File: config.mk
export PLATFORM = sky130hd
export DESIGN_NAME = thermal_job_scheduler
export DESIGN_NICKNAME = d
export VERILOG_FILES = /design/src/rtl/work_mng_types_pkg.sv /design/src/rtl/core_job_slot.sv /design/src/rtl/thermal_job_scheduler.sv
export SDC_FILE = /design/constraint.sdc
export NUM_CORES = 1
export LEC_CHECK = 0
export ABC_CLOCK_PERIOD_IN_PS = 11700
export BUFFER_PORTS_ARGS = -buffer_cell sky130_fd_sc_hd__buf_2
export CAP_MARGIN = 20
export CORE_UTILIZATION = 50
export CTS_CLUSTER_SIZE = 16
export DETAILED_ROUTE_END_ITERATION = 6
export PLACE_DENSITY = 0.76
export SLEW_MARGIN = 10
export SYNTH_ARGS = -nofsm -noshare
export SYNTH_HDL_FRONTEND = slang
export SYNTH_HIERARCHICAL = 1
export SYNTH_SLANG_ARGS = --single-unit
File: constraint.sdc
create_clock -name CLK -period 11.7 [get_ports CLK]
set_clock_uncertainty 0.2 [all_clocks]
set_input_delay 1.17 -clock CLK [delete_from_list [all_inputs] [get_ports CLK]]
set_output_delay 1.17 -clock CLK [all_outputs]
set_load 0.01 [all_outputs]
File: src/rtl/work_mng_types_pkg.sv
// Shared types and default thresholds for the thermal-aware job scheduler.
package work_mng_types_pkg;

    typedef enum logic [1:0] {
        IDLE = 2'd0,
        RUN  = 2'd1,
        COOL = 2'd2
    } core_state_t;

    localparam int unsigned DEF_NUM_CORES = 3;
    localparam int unsigned DEF_TEMP_W    = 7;
    localparam int unsigned DEF_JOB_W     = 16;
    localparam int unsigned DEF_TAG_W     = 4;
    localparam int unsigned DEF_T_WARN    = 70;
    localparam int unsigned DEF_T_CRIT    = 76;
    localparam int unsigned DEF_T_RESUME  = 60;

endpackage

File: src/rtl/core_job_slot.sv
// One core's job tracker: IDLE/RUN/COOL state, remaining-cycle counter and tag.
module core_job_slot
    import work_mng_types_pkg::*;
#(
    parameter int unsigned TEMP_W   = DEF_TEMP_W,
    parameter int unsigned JOB_W    = DEF_JOB_W,
    parameter int unsigned TAG_W    = DEF_TAG_W,
    parameter int unsigned T_CRIT   = DEF_T_CRIT,
    parameter int unsigned T_RESUME = DEF_T_RESUME
) (
    input  logic              clk_i,
    input  logic              rst_i,
    input  logic              start_i,
    input  logic [JOB_W-1:0]  cycles_i,
    input  logic [TAG_W-1:0]  tag_i,
    input  logic [TEMP_W-1:0] temp_i,
    output core_state_t       state_o,
    output logic              busy_o,
    output logic              throttled_o,
    output logic              done_o,
    output logic [TAG_W-1:0]  done_tag_o
);

    localparam logic [TEMP_W-1:0] CritTemp   = TEMP_W'(T_CRIT);
    localparam logic [TEMP_W-1:0] ResumeTemp = TEMP_W'(T_RESUME);

    core_state_t      state_q, state_d;
    logic [JOB_W-1:0] cnt_q, cnt_d;
    logic [TAG_W-1:0] tag_q, tag_d;
    logic             done_q, done_d;
    logic [TAG_W-1:0] done_tag_q, done_tag_d;

    // A nonzero counter in COOL means a paused job is still held.
    always_comb begin
        state_d    = state_q;
        cnt_d      = cnt_q;
        tag_d      = tag_q;
        done_d     = 1'b0;
        done_tag_d = done_tag_q;
        unique case (state_q)
            IDLE: begin
                if (temp_i >= CritTemp) begin
                    state_d = COOL;
                end else if (start_i) begin
                    state_d = RUN;
                    cnt_d   = (cycles_i == '0) ? JOB_W'(1) : cycles_i;
                    tag_d   = tag_i;
                end
            end
            RUN: begin
                if (temp_i >= CritTemp) begin
                    state_d = COOL;
                end else if (cnt_q == JOB_W'(1)) begin
                    state_d    = IDLE;
                    cnt_d      = '0;
                    done_d     = 1'b1;
                    done_tag_d = tag_q;
                end else begin
                    cnt_d = cnt_q - JOB_W'(1);
                end
            end
            COOL: begin
                if (temp_i <= ResumeTemp) begin
                    state_d = (cnt_q != '0) ? RUN : IDLE;
                end
            end
            default: state_d = IDLE;
        endcase
    end

    always_ff @(posedge clk_i or posedge rst_i) begin
        if (rst_i) begin
            state_q    <= IDLE;
            cnt_q      <= '0;
            tag_q      <= '0;
            done_q     <= 1'b0;
            done_tag_q <= '0;
        end else begin
            state_q    <= state_d;
            cnt_q      <= cnt_d;
            tag_q      <= tag_d;
            done_q     <= done_d;
            done_tag_q <= done_tag_d;
        end
    end

    assign state_o     = state_q;
    assign busy_o      = (state_q == RUN) || ((state_q == COOL) && (cnt_q != '0));
    assign throttled_o = (state_q == COOL);
    assign done_o      = done_q;
    assign done_tag_o  = done_tag_q;

endmodule

File: src/rtl/thermal_job_scheduler.sv
// Dispatches jobs to the coolest eligible core and tracks per-core run/throttle state.
module thermal_job_scheduler
    import work_mng_types_pkg::*;
#(
    parameter int unsigned NUM_CORES = DEF_NUM_CORES,
    parameter int unsigned TEMP_W    = DEF_TEMP_W,
    parameter int unsigned JOB_W     = DEF_JOB_W,
    parameter int unsigned TAG_W     = DEF_TAG_W,
    parameter int unsigned T_WARN    = DEF_T_WARN,
    parameter int unsigned T_CRIT    = DEF_T_CRIT,
    parameter int unsigned T_RESUME  = DEF_T_RESUME
) (
    input  logic                        CLK,
    input  logic                        RST,
    input  logic                        job_valid,
    output logic                        job_ready,
    input  logic [JOB_W-1:0]            job_cycles,
    input  logic [TAG_W-1:0]            job_tag,
    input  logic [NUM_CORES*TEMP_W-1:0] core_temp,
    output logic [NUM_CORES-1:0]        core_start,
    output logic [TAG_W-1:0]            core_tag,
    output logic [NUM_CORES-1:0]        core_busy,
    output logic [NUM_CORES-1:0]        core_throttled,
    output logic [NUM_CORES-1:0]        done_valid,
    output logic [NUM_CORES*TAG_W-1:0]  done_tag,
    output logic                        all_hot
);

    localparam logic [TEMP_W-1:0] WarnTemp = TEMP_W'(T_WARN);

    logic [NUM_CORES-1:0][TEMP_W-1:0] temp_q, temp_d;
    logic [NUM_CORES-1:0]             core_start_q, core_start_d;
    logic [TAG_W-1:0]                 core_tag_q, core_tag_d;
    core_state_t                      slot_state [NUM_CORES];
    logic [NUM_CORES-1:0]             eligible, sel_oh;
    logic [TEMP_W-1:0]                sel_temp;
    logic                             sel_found, accept, all_hot_c;

    assign temp_d = core_temp;

    // Strict '<' keeps the lowest index on temperature ties.
    always_comb begin
        eligible  = '0;
        sel_oh    = '0;
        sel_temp  = '1;
        sel_found = 1'b0;
        all_hot_c = 1'b1;
        for (int i = 0; i < NUM_CORES; i++) begin
            eligible[i] = (slot_state[i] == IDLE) && (temp_q[i] < WarnTemp);
            all_hot_c   = all_hot_c & (temp_q[i] >= WarnTemp);
            if (eligible[i] && (!sel_found || (temp_q[i] < sel_temp))) begin
                sel_found = 1'b1;
                sel_oh    = '0;
                sel_oh[i] = 1'b1;
                sel_temp  = temp_q[i];
            end
        end
    end

    assign accept = job_valid && sel_found;

    always_comb begin
        core_start_d = accept ? sel_oh : '0;
        core_tag_d   = accept ? job_tag : core_tag_q;
    end

    always_ff @(posedge CLK or posedge RST) begin
        if (RST) begin
            temp_q       <= '0;
            core_start_q <= '0;
            core_tag_q   <= '0;
        end else begin
            temp_q       <= temp_d;
            core_start_q <= core_start_d;
            core_tag_q   <= core_tag_d;
        end
    end

    for (genvar g = 0; g < NUM_CORES; g++) begin : g_slot
        core_job_slot #(
            .TEMP_W   (TEMP_W),
            .JOB_W    (JOB_W),
            .TAG_W    (TAG_W),
            .T_CRIT   (T_CRIT),
            .T_RESUME (T_RESUME)
        ) u_slot (
            .clk_i       (CLK),
            .rst_i       (RST),
            .start_i     (accept && sel_oh[g]),
            .cycles_i    (job_cycles),
            .tag_i       (job_tag),
            .temp_i      (temp_q[g]),
            .state_o     (slot_state[g]),
            .busy_o      (core_busy[g]),
            .throttled_o (core_throttled[g]),
            .done_o      (done_valid[g]),
            .done_tag_o  (done_tag[g*TAG_W +: TAG_W])
        );
    end

    assign job_ready  = sel_found;
    assign core_start = core_start_q;
    assign core_tag   = core_tag_q;
    assign all_hot    = all_hot_c;

endmodule

==> results of run 1 <==
[worst min-delay path by stage]
stage | startpoint | endpoint | slack (ns) | cells after the start
2_1_floorplan | g_slot[0].u_slot/tag_q[2] | g_slot[0].u_slot/tag_q[2] | 0.25 | 1
3_3_place_gp | g_slot[0].u_slot/tag_q[2] | g_slot[0].u_slot/tag_q[2] | 0.26 | 1
3_5_place_dp | g_slot[2].u_slot/tag_q[2] | g_slot[2].u_slot/tag_q[2] | 0.28 | 1
4_1_cts | core_tag[0] | core_tag[0] | 0.30 | 1
5_1_grt | core_tag[0] | core_tag[0] | 0.31 | 1
6_report | core_tag[0] | core_tag[0] | 0.29 | 1
[logic make-up after synthesis]
| logic type | after synthesis | synth area share |
|---|---|---|
| buf+inv | 53 | 0.0404 |
| fa+ha+maj | 21 | 0.0420 |
| flops | 109 | 0.436 |
| simple gates | 234 | 0.207 |
| compound gates | 184 | 0.208 |
| mux | 37 | 0.0661 |
[critical path, stage by stage (launching register included)]
cell	delay (ns)
dfrtp_1	0.41
a2111o_1	0.46
a211o_1	0.42
nor2_1	0.20
ha_1	0.17
nand4_1	0.11
o31ai_1	0.49
a21o_1	0.38
mux2_1	0.37
ha_1	0.29
a21o_1	0.16
a211o_1	0.28
a211oi_1	0.25
o41a_1	0.29
a31o_1	0.19
nand2b_1	0.15
a22o_1	0.47
nor2_1	0.70
mux2_2	0.41
[sequential cells by signal, indices dropped and copies added, names as in the netlist]
signal / flops
core_start: 3
core_tag: 4
g_slot.u_slot/cnt_q: 48
g_slot.u_slot/done_o: 3
g_slot.u_slot/done_tag_o: 12
g_slot.u_slot/state_o: 6
g_slot.u_slot/tag_q: 12
temp_q: 21
[power breakdown]
group | switching [uW] | internal (uW) | total (uW)
clock network | 161 | 155 | 316
registers | 155 | 501 | 657
logic | 340 | 247 | 587
[layout make-up]
| cell class | instances | area (sq um) |
|---|---|---|
| inverters | 34 | 128 |
| clock inverters | 7 | 88.8 |
| multi-input cells | 476 | 3270 |
| clock buffers | 9 | 225 |
| flip-flops and latches | 109 | 2730 |
| repair buffers | 78 | 483 |
| well taps | 168 | 210 |
| fillers | 1074 | 4980 |
[cell usage in the layout, fill, tap and decap left out, types with 4 or more instances in the layout]
| master | synthesis | final |
|---|---|---|
| a21o_1 | 4 | 4 |
| nand3_1 | 19 | 19 |
| nor3b_1 | 7 | 7 |
| a32oi_1 | 6 | 6 |
| nor2b_1 | 12 | 12 |
| mux2_2 | 21 | 21 |
| o21a_1 | 5 | 5 |
| a211oi_1 | 7 | 7 |
| o21ai_1 | 8 | 8 |
| clkbuf_16 | 0 | 9 |
| inv_1 | 34 | 34 |
| a21oi_1 | 31 | 31 |
| and3_1 | 6 | 6 |
| a22oi_1 | 9 | 9 |
| mux2_1 | 13 | 13 |
| nor4_4 | 6 | 6 |
| ha_1 | 21 | 21 |
| buf_16 | 0 | 4 |
| nand2_1 | 59 | 59 |
| nor4_1 | 9 | 9 |
| nor3_1 | 22 | 22 |
| a31oi_1 | 12 | 12 |
| a221o_1 | 9 | 9 |
| nand2b_1 | 7 | 7 |
| a211o_1 | 6 | 6 |
| dfrtp_1 | 109 | 109 |
| nor2_1 | 44 | 44 |
| o21ai_0 | 33 | 33 |
| buf_2 | 7 | 73 |
| and2_1 | 9 | 9 |
| nand4_1 | 16 | 16 |
| o211ai_1 | 4 | 4 |
| o31ai_1 | 4 | 4 |
[stage by stage]
step                setup slack, ns  area [sq um]  power, uW  hold slack, ns
floorplan                      6.38          6250       1080           0.254
global placement               5.49          6700       1200           0.265
detailed placement             5.30          6700       1230           0.276
CTS                            5.27          7020       1550           0.295
global route                   4.78          7130       1670           0.310
finish                         5.19          7130       1560           0.289
[routing by layer]
| layer | part of all wire | vias to the layer above | routed length, microns | global-route usage |
|---|---|---|---|---|
| met5 | 0.00052 | - | 9 | 0 |
| met4 | 0.030 | 2 | 510 | 0.114 |
| met3 | 0.081 | 51 | 1380 | 0.0749 |
| met2 | 0.47 | 244 | 8050 | 0.447 |
| met1 | 0.42 | 2706 | 7220 | 0.372 |
| li1 | - | 2552 | - | - |
==> metrics.txt, run 1 <==
hpwl dp=12.7 mm; final WL=17.2 mm; Lkg Pwr=0.00317 uW; clock tree sinks=109; maxcap violations=0; routed len/inst=19.5 microns; first-pass detailed-route iteration total=5; RR Startpoint=temp_q[2]; antenna violations before repair=1; Die Footprint=13000 sq um; layout cells sized above 1=0.187; ys flop type=dfrtp_1; post-route ant nets=0; Die H=114 microns; worst setup path class=flip-flop to flip-flop; Post-CTS Setup Bufs=0; Nets=773; P per Cell Area=219 nW/um^2; most common cell in the synthesized netlist=dfrtp_1; CTS Buf Count=9; RSZ-0062 raised after global routing=false; I/O Pins=74; setup violators final=0; Reg clk slew, reported paths=0.08 ns; number of flops mapped to enable cells by yosys=0; routed vias=5555; Hold Vio Cnt, Final=0; Longest Clk Path Bufs=2; ant diodes=0; Worst Setup SP=temp_q[2]; H-tree depth=3; status=finished, final reports clean; IO Port Bufs=73; CP max FO=19; post-route insts no fill=881; crit path DAT=6.57 ns; first-pass GRT wire length=28.2 mm; Ys Warns=6; startpoint types=flip-flop; Yosys cell types=60; Synth Register Bits=109; Mapped Area=6250 sq um; CP required=11.75 ns; crit path to=g_slot[2].u_slot/tag_q[1]; final slew viol count=0; row cnt=40; Final Util=0.589; final critical-path required period=6.51 ns; Worst-Margin Slew=1.11 ns; share of flip-flops with an asynchronous set or reset=1.00; vias per std cell=6.31; CTS tree=built; Mapped Cells=638; syn_area_per_cell=9.80 sq um; CTS Root Cell=clkbuf_16; Syn Nets=703; setup TNS=0 ns; initial DRC count=523; Tot GR Track Use=0.283; routability cong.=0.943; share of the synthesized area in the top cell type=0.436; crit path capture type=flip-flop; gr ovfl total=0; fin crit share=0.557; cts repair resizes=0; Remaining DRCs=0; post-synth top area cell=dfrtp_1; Synth area leaders=dfrtp_1 44%, ha_1 4.2%, mux2_2 3.8%, nand2_1 3.5%, nor2_1 2.6%; worst rel slew slack=0.259; R2R depth=18; Initial Utilization=0.516; DIE WIDTH=114 microns; Commonest cells post-synth=109 x dfrtp_1, 59 x nand2_1, 44 x nor2_1, 34 x inv_1, 33 x o21ai_0; VDD IR max=102 uV; largest net degree at the start of global routing=29; number of global-route vias before repair=5454; core footprint=12100 sq um; flop2flop setup slack=5.19 ns; hold-fix buffers at CTS=0; area grow syn2layout=14.1%; Hold Path Class=flip-flop to flip-flop; placed cell count=860; reg-to-reg endpoint=g_slot[2].u_slot/tag_q[1]; clock latency on the worst-skew pair=0.36 ns; post-synthesis sequential area ratio=0.436; highest clock rate=154 MHz
Note: power is estimated with default switching activity, not from simulation.
==> run 2: changes to the inputs <==
--- a/config.mk
+++ b/config.mk
@@ -5,13 +5,13 @@
 export SDC_FILE = /design/constraint.sdc
 export NUM_CORES = 1
 export LEC_CHECK = 0
-export ABC_CLOCK_PERIOD_IN_PS = 11700
+export ABC_CLOCK_PERIOD_IN_PS = 5700
 export BUFFER_PORTS_ARGS = -buffer_cell sky130_fd_sc_hd__buf_2
 export CAP_MARGIN = 20
 export CORE_UTILIZATION = 50
 export CTS_CLUSTER_SIZE = 16
 export DETAILED_ROUTE_END_ITERATION = 6
-export PLACE_DENSITY = 0.76
+export PLACE_DENSITY = 0.79
 export SLEW_MARGIN = 10
 export SYNTH_ARGS = -nofsm -noshare
 export SYNTH_HDL_FRONTEND = slang
==> constraint.sdc (replaced) <==
create_clock -name CLK -period 5.7 [get_ports CLK]
set_clock_uncertainty 0.2 [all_clocks]
set_input_delay 0.57 -clock CLK [delete_from_list [all_inputs] [get_ports CLK]]
set_output_delay 0.57 -clock CLK [all_outputs]
set_load 0.01 [all_outputs]
==> run 2 against run 1 <==
The run now ends with design-rule violations left. Clock-buffer cell count did not move. Global-route usage rose by 0.63 points. Hold slack got worse by 0.26 ns. Total power rose by 110%. Worst setup slack got worse by 5.0 ns. Via count rose by 1.4%. Critical path type unchanged. Critical endpoint is now g_slot[2].u_slot/cnt_q[14]. Largest power group unchanged.
==> metrics.txt, run 2 (synthesized netlist as in run 1, its figures left out) <==
number of global-route vias before repair=5448 (-0.11%); Reg clk slew, reported paths=0.08 ns (about the same); failing checks=design-rule violations; Hold WS=0.0284 ns (-0.260 ns); Placement Setup Slack=-0.0798 ns (-5.38 ns); routability cong.=0.941 (-0.24%); IO Port Bufs=73 (unchanged); initial DRC count=493 (-5.7%); hold-fix buffers at CTS=0 (unchanged); first-pass detailed-route iteration total=7 (+2); status=finished with violations; antenna violations before repair=0 (-1); Die Footprint=13000 sq um (unchanged); Critical Path Max Stage Delay=0.45 ns (-0.25 ns); final WL=18.1 mm (+5.4%); highest clock rate=182 MHz (+19%); maxcap violations=0 (unchanged); Die H=114 microns (unchanged); final slew viol count=0 (unchanged); core footprint=12100 sq um (unchanged); fin crit share=0.962 (+0.405); clock latency on the worst-skew pair=0.36 ns (about the same); I/O Pins=74 (unchanged); largest net degree at the start of global routing=29 (unchanged); register area=2730 sq um (unchanged); R2R depth=19 (+1); DIE WIDTH=114 microns (unchanged); gr ovfl total=0 (unchanged); area grow syn2layout=14.8%; Initial Utilization=0.516 (unchanged); Fillers=1097 (+2.1%); setup violators final=0 (unchanged); Nets=782 (+1.2%); crit path capture type=flip-flop; routed len/inst=20.3 microns (+4.4%); worst rel slew slack=0.225 (-0.0342); post-route ant nets=0 (unchanged); Worst-Margin Slew=1.16 ns (+0.0510 ns); CP max FO=17 (-2); CP required=5.73 ns (-6.02 ns); Hold Vio Cnt, Final=0 (unchanged); Final WS setup=0.219 ns (-4.97 ns); most flop-heavy register=g_slot.u_slot/cnt_q; worst setup path class=flip-flop to flip-flop; Longest Clk Path Bufs=2 (unchanged); VDD IR max=213 uV (+110%); crit-path cells=a2111o_1, a211o_2, nor2_1, ha_2, nor2_1, o31ai_4, a21o_4, mux2_1, ha_1, a21o_1, a211o_1, a211oi_1, o41a_1, a31o_1, nand2b_1, a22o_1, buf_4, a222oi_1, o31ai_1; final critical-path required period=5.48 ns (-1.03 ns); layout cells sized above 1=0.208 (+0.0212); Lkg Pwr=0.00318 uW (+0.48%); vias per std cell=6.33 (+0.40%); Tot GR Track Use=0.290 (+0.00628); CP dominant cell by count=nor2_1; slowest library cell on the worst path=a2111o_1; first-pass GRT wire length=28.7 mm (+1.8%); crit path DAT=5.51 ns (-1.06 ns); CTS Buf Count=9 (unchanged); CTS Root Cell=clkbuf_16; clock tree sinks=109 (unchanged); CTS tree=built; Hold Path Class=input pin to async pin; max reg flops=48 (unchanged); footprint of the multi-input gates=3310 sq um (+1.1%); routed vias=5634 (+1.4%); setup TNS=0 ns (unchanged); Regs by FF count=g_slot.u_slot/cnt_q x48, temp_q x21; most common cell after layout, fill and taps aside=dfrtp_1; H-tree depth=3 (unchanged); most frequent cells in the layout=109 x dfrtp_1, 74 x buf_2, 59 x nand2_1; ant diodes=0 (unchanged); P per Cell Area=449 nW/um^2 (+110%); hpwl dp=13.2 mm (+3.6%); row cnt=40 (unchanged); Remaining DRCs=15 (+15); RSZ-0062 raised after global routing=false; startpoint types=flip-flop
## run 2: cell count changes in the layout (fill, tap and decap cells not counted), sizes merged
cell      before  now
buf           78   87
clkinvlp       0    2
clkinv         3    2
inv           38   37
## run 2: routing by layer
metal | global-route usage | vias to the layer above | wire length (microns)
met4 | 0.0996 | 0 | 398
met3 | 0.0579 | 40 | 1260
met5 | 0 | - | 0
li1 | - | 2576 | -
met1 | 0.380 | 2775 | 7700
met2 | 0.480 | 243 | 8750
## run 2: per-stage QoR
| stage | instance area, sq um | total power (uW) | std cells | util |
|---|---|---|---|---|
| CTS | 7040 | 3190 | 883 | 0.582 |
| floorplan | 6250 | 2210 | 638 | - |
| detailed placement | 6750 | 2560 | 867 | 0.558 |
| global placement | 6750 | 2500 | 867 | 0.558 |
| finish | 7180 | 3220 | 890 | 0.593 |
| global route | 7180 | 3430 | 890 | 0.593 |
## run 2: repair_timing
action,CTS,global route
resized for setup,3,7
setup buffers,0,2
endpoints found under the setup margin,14,36
pin swaps,0,2
## run 2: worst max-delay path: cells and delay by family, from the launching register on
family	cells	cell delay, ns
DFF	1	0.41
muxes	1	0.34
AOI/OAI and AO/OA	12	3.14
buffers and inverters	1	0.21
and+or+nand+nor	3	0.46
adders and majority gates	2	0.60
## run 2: path summary, 6_finish.rpt
check / start / slack [ns] / to
worst max-delay path: temp_q[2] / 0.22 / g_slot[2].u_slot/cnt_q[14]
worst min-delay path: RST / 0.03 / g_slot[0].u_slot/tag_q[1]
worst max register to register: temp_q[2] / 0.22 / g_slot[2].u_slot/cnt_q[14]
worst min register to register: g_slot[1].u_slot/tag_q[2] / 0.30 / g_slot[1].u_slot/tag_q[2]
max in group asynchronous: RST / 4.64 / g_slot[1].u_slot/cnt_q[4]
min in group CLK: core_temp[17] / 0.11 / temp_q[17]
## run 2: cell type report
| cell class | instances | area share |
|---|---|---|
| inverter | 34 | 0.0178 |
| clock inverter | 7 | 0.00784 |
| clock buffer | 9 | 0.0314 |
| tap | 168 | 0.0293 |
| multi-input combinational | 476 | 0.461 |
| sequential | 109 | 0.380 |
| timing repair buffer | 87 | 0.0729 |
## run 2: report_power, final
part           switching [uW]  internal [uW]  total, uW
clock                     307            303        610
combinational             717            532       1250
sequential                331           1030       1360
==> run 3: changes to the inputs <==
--- a/config.mk
+++ b/config.mk
@@ -5,13 +5,13 @@
 export SDC_FILE = /design/constraint.sdc
 export NUM_CORES = 1
 export LEC_CHECK = 0
-export ABC_CLOCK_PERIOD_IN_PS = 5700
+export ABC_CLOCK_PERIOD_IN_PS = 7000
 export BUFFER_PORTS_ARGS = -buffer_cell sky130_fd_sc_hd__buf_2
 export CAP_MARGIN = 20
 export CORE_UTILIZATION = 50
 export CTS_CLUSTER_SIZE = 16
 export DETAILED_ROUTE_END_ITERATION = 6
-export PLACE_DENSITY = 0.79
+export PLACE_DENSITY = 0.76
 export SLEW_MARGIN = 10
 export SYNTH_ARGS = -nofsm -noshare
 export SYNTH_HDL_FRONTEND = slang
==> constraint.sdc (replaced) <==
create_clock -name CLK -period 7 [get_ports CLK]
set_clock_uncertainty 0.2 [all_clocks]
set_input_delay 0.7 -clock CLK [delete_from_list [all_inputs] [get_ports CLK]]
set_output_delay 0.7 -clock CLK [all_outputs]
set_load 0.01 [all_outputs]
==> run 3 against run 2 <==
Global-route usage shrank 0.57 points. Highest routed layer unchanged. Sequential power fell by 19%. Register-to-register slack better by 0.38 ns. The run now ends clean. Die area did not move. Critical path depth is the same. Wire length fell by 2.6%. Cell area shrank 0.56%. First-iteration DRC count up 9.1%. Sequential cell count unchanged. Clock-buffer cell count unchanged.
==> metrics.txt, run 3 (synthesized netlist as in run 1, its figures left out) <==
setup violators final=0 (unchanged); most flop-heavy register=g_slot.u_slot/cnt_q; routed vias=5645 (+0.20%); Reg power frac=0.418 (-0.005); Lkg Pwr=0.00317 uW (-0.38%); Worst Setup SP=temp_q[2]; first-pass GRT wire length=28.2 mm (-1.8%); power share of the clock group=0.207 (+0.018); IO Port Bufs=73 (unchanged); fin crit share=0.915 (-0.0466); Initial Utilization=0.516 (unchanged); Sw Ratio=0.416 (-0.00488); hold-fix buffers at CTS=0 (unchanged); most common cell after layout, fill and taps aside=dfrtp_1; crit path DAT=6.43 ns (+0.92 ns); P per Cell Area=370 nW/um^2 (-18%); vias per std cell=6.39 (+0.99%); startpoint types=flip-flop; worst setup path class=flip-flop to flip-flop; row cnt=40 (unchanged); final critical-path required period=6.41 ns (+0.924 ns); Nets=775 (-0.90%); layout cells sized above 1=0.190 (-0.0175); I/O Pins=74 (unchanged); maxcap violations=0 (unchanged); clock tree sinks=109 (unchanged); most frequent cells in the layout=109 x dfrtp_1, 73 x buf_2, 59 x nand2_1; area grow syn2layout=14.2%; Die Footprint=13000 sq um (unchanged); crit path to=g_slot[0].u_slot/cnt_q[14]; setup TNS=0 ns (unchanged); CTS Buf Count=9 (unchanged); status=finished, final reports clean; CTS tree=built; initial DRC count=538 (+9.1%); highest clock rate=156 MHz (-14%); CP max FO=19 (+2); final WL=17.6 mm (-2.6%); post-route ant nets=0 (unchanged); flop2flop setup slack=0.59 ns (+0.38 ns); worst rel slew slack=0.251 (+0.0261); placed cell count=861 (-0.69%); Placement Setup Slack=0.543 ns (+0.623 ns); R2R depth=19 (unchanged); cts repair resizes=0 (-3); routed len/inst=20.0 microns (-1.8%); Comb pwr share=0.376 (-0.012); VDD IR max=167 uV (-22%); CP required=7.03 ns (+1.30 ns); RR Startpoint=temp_q[2]; hpwl dp=12.9 mm (-2.2%); Post-CTS Setup Bufs=0 (unchanged); Regs by FF count=g_slot.u_slot/cnt_q x48, temp_q x21; Hold Vio Cnt, Final=0 (unchanged); post-route insts no fill=883 (-0.79%); final slew viol count=0 (unchanged); gr ovfl total=0 (unchanged); Switching Power=1100 uW (-19%); largest net degree at the start of global routing=29 (unchanged); crit path capture type=flip-flop; clock latency on the worst-skew pair=0.36 ns (about the same); Hold Path Class=input pin to async pin; Final WS setup=0.595 ns (+0.376 ns); Int Pwr=1540 uW (-17%); Remaining DRCs=0 (-15); Worst-Margin Slew=1.12 ns (-0.0390 ns); first-pass detailed-route iteration total=5 (-2); Die H=114 microns (unchanged); ant diodes=0 (unchanged); Tot GR Track Use=0.284 (-0.00573); Reg clk slew, reported paths=0.08 ns (about the same); antenna violations before repair=0 (unchanged); max reg flops=48 (unchanged); RSZ-0062 raised after global routing=false; number of global-route vias before repair=5480 (+0.59%); core footprint=12100 sq um (unchanged); DIE WIDTH=114 microns (unchanged); Longest Clk Path Bufs=2 (unchanged); total power=2640 uW (-18%); CTS Root Cell=clkbuf_16; routability cong.=0.962 (+2.2%); reg-to-reg endpoint=g_slot[0].u_slot/cnt_q[14]; H-tree depth=3 (unchanged)
run 3: cell types whose count changed in the layout (fill, tap and decap cells not counted), sizes merged:
cell	before	now
buf	87	79
bufinv	0	1
clkbuf	9	10
clkinv	2	1
clkinvlp	2	1
inv	37	38
run 3: power groups by stage:
stage | Combinational (uW) | Clock (uW) | Sequential (uW)
floorplan | 752 | 0 | 1050
global route | 1100 | 581 | 1130
detailed placement | 965 | 0 | 1100
finish | 992 | 546 | 1100
CTS | 967 | 554 | 1100
global placement | 925 | 0 | 1090
run 3: metal layers:
metal  track usage  routed length [microns]  part of all wire  vias up
met1         0.374                     7340              0.42     2775
met5             0                        0                 0        -
met2         0.464                     8530              0.48      259
met3        0.0521                     1240             0.070       55
li1              -                        -                 -     2556
met4         0.114                      536             0.030        0
run 3: how the worst min path moves through the flow:
stage	end	slack, ns	start
final	g_slot[0].u_slot/state_o[1]	0.13	RST
after global routing	g_slot[0].u_slot/state_o[1]	0.14	RST
after CTS	temp_q[18]	0.23	core_temp[18]
after detailed placement	g_slot[2].u_slot/tag_q[2]	0.28	g_slot[2].u_slot/tag_q[2]
after global placement	g_slot[0].u_slot/tag_q[2]	0.26	g_slot[0].u_slot/tag_q[2]
after floorplan	g_slot[0].u_slot/tag_q[2]	0.25	g_slot[0].u_slot/tag_q[2]
run 3: stage by stage:
step	instance area [sq um]	util	hold WS (ns)
after floorplan	6250	-	0.254
after detailed placement	6710	0.554	0.276
final	7140	0.589	0.131
after global routing	7140	0.589	0.136
after CTS	7020	0.580	0.230
after global placement	6710	0.554	0.263
run 3: area by class of cell:
class | instances | area [sq um]
clock inverter | 7 | 88.8
fill | 1086 | 4970
clock buffer | 9 | 225
inverter | 34 | 128
timing repair buffer | 80 | 485
multi-input combinational | 476 | 3270
tap | 168 | 210
sequential | 109 | 2730
run 3: worst max-delay path, stage by stage (launching register included):
cell      delay, ns
dfrtp_1        0.42
a2111o_1       0.47
a211o_1        0.42
nor2_1         0.18
ha_1           0.17
nand4_1        0.12
o31ai_1        0.52
a21o_1         0.38
mux2_1         0.38
ha_1           0.30
a21o_1         0.16
a211o_1        0.28
a211oi_1       0.26
o41a_1         0.28
nor3_2         0.08
nand2b_1       0.20
a22o_1         0.60
nor2_1         0.39
a222oi_1       0.33
o31ai_1        0.13
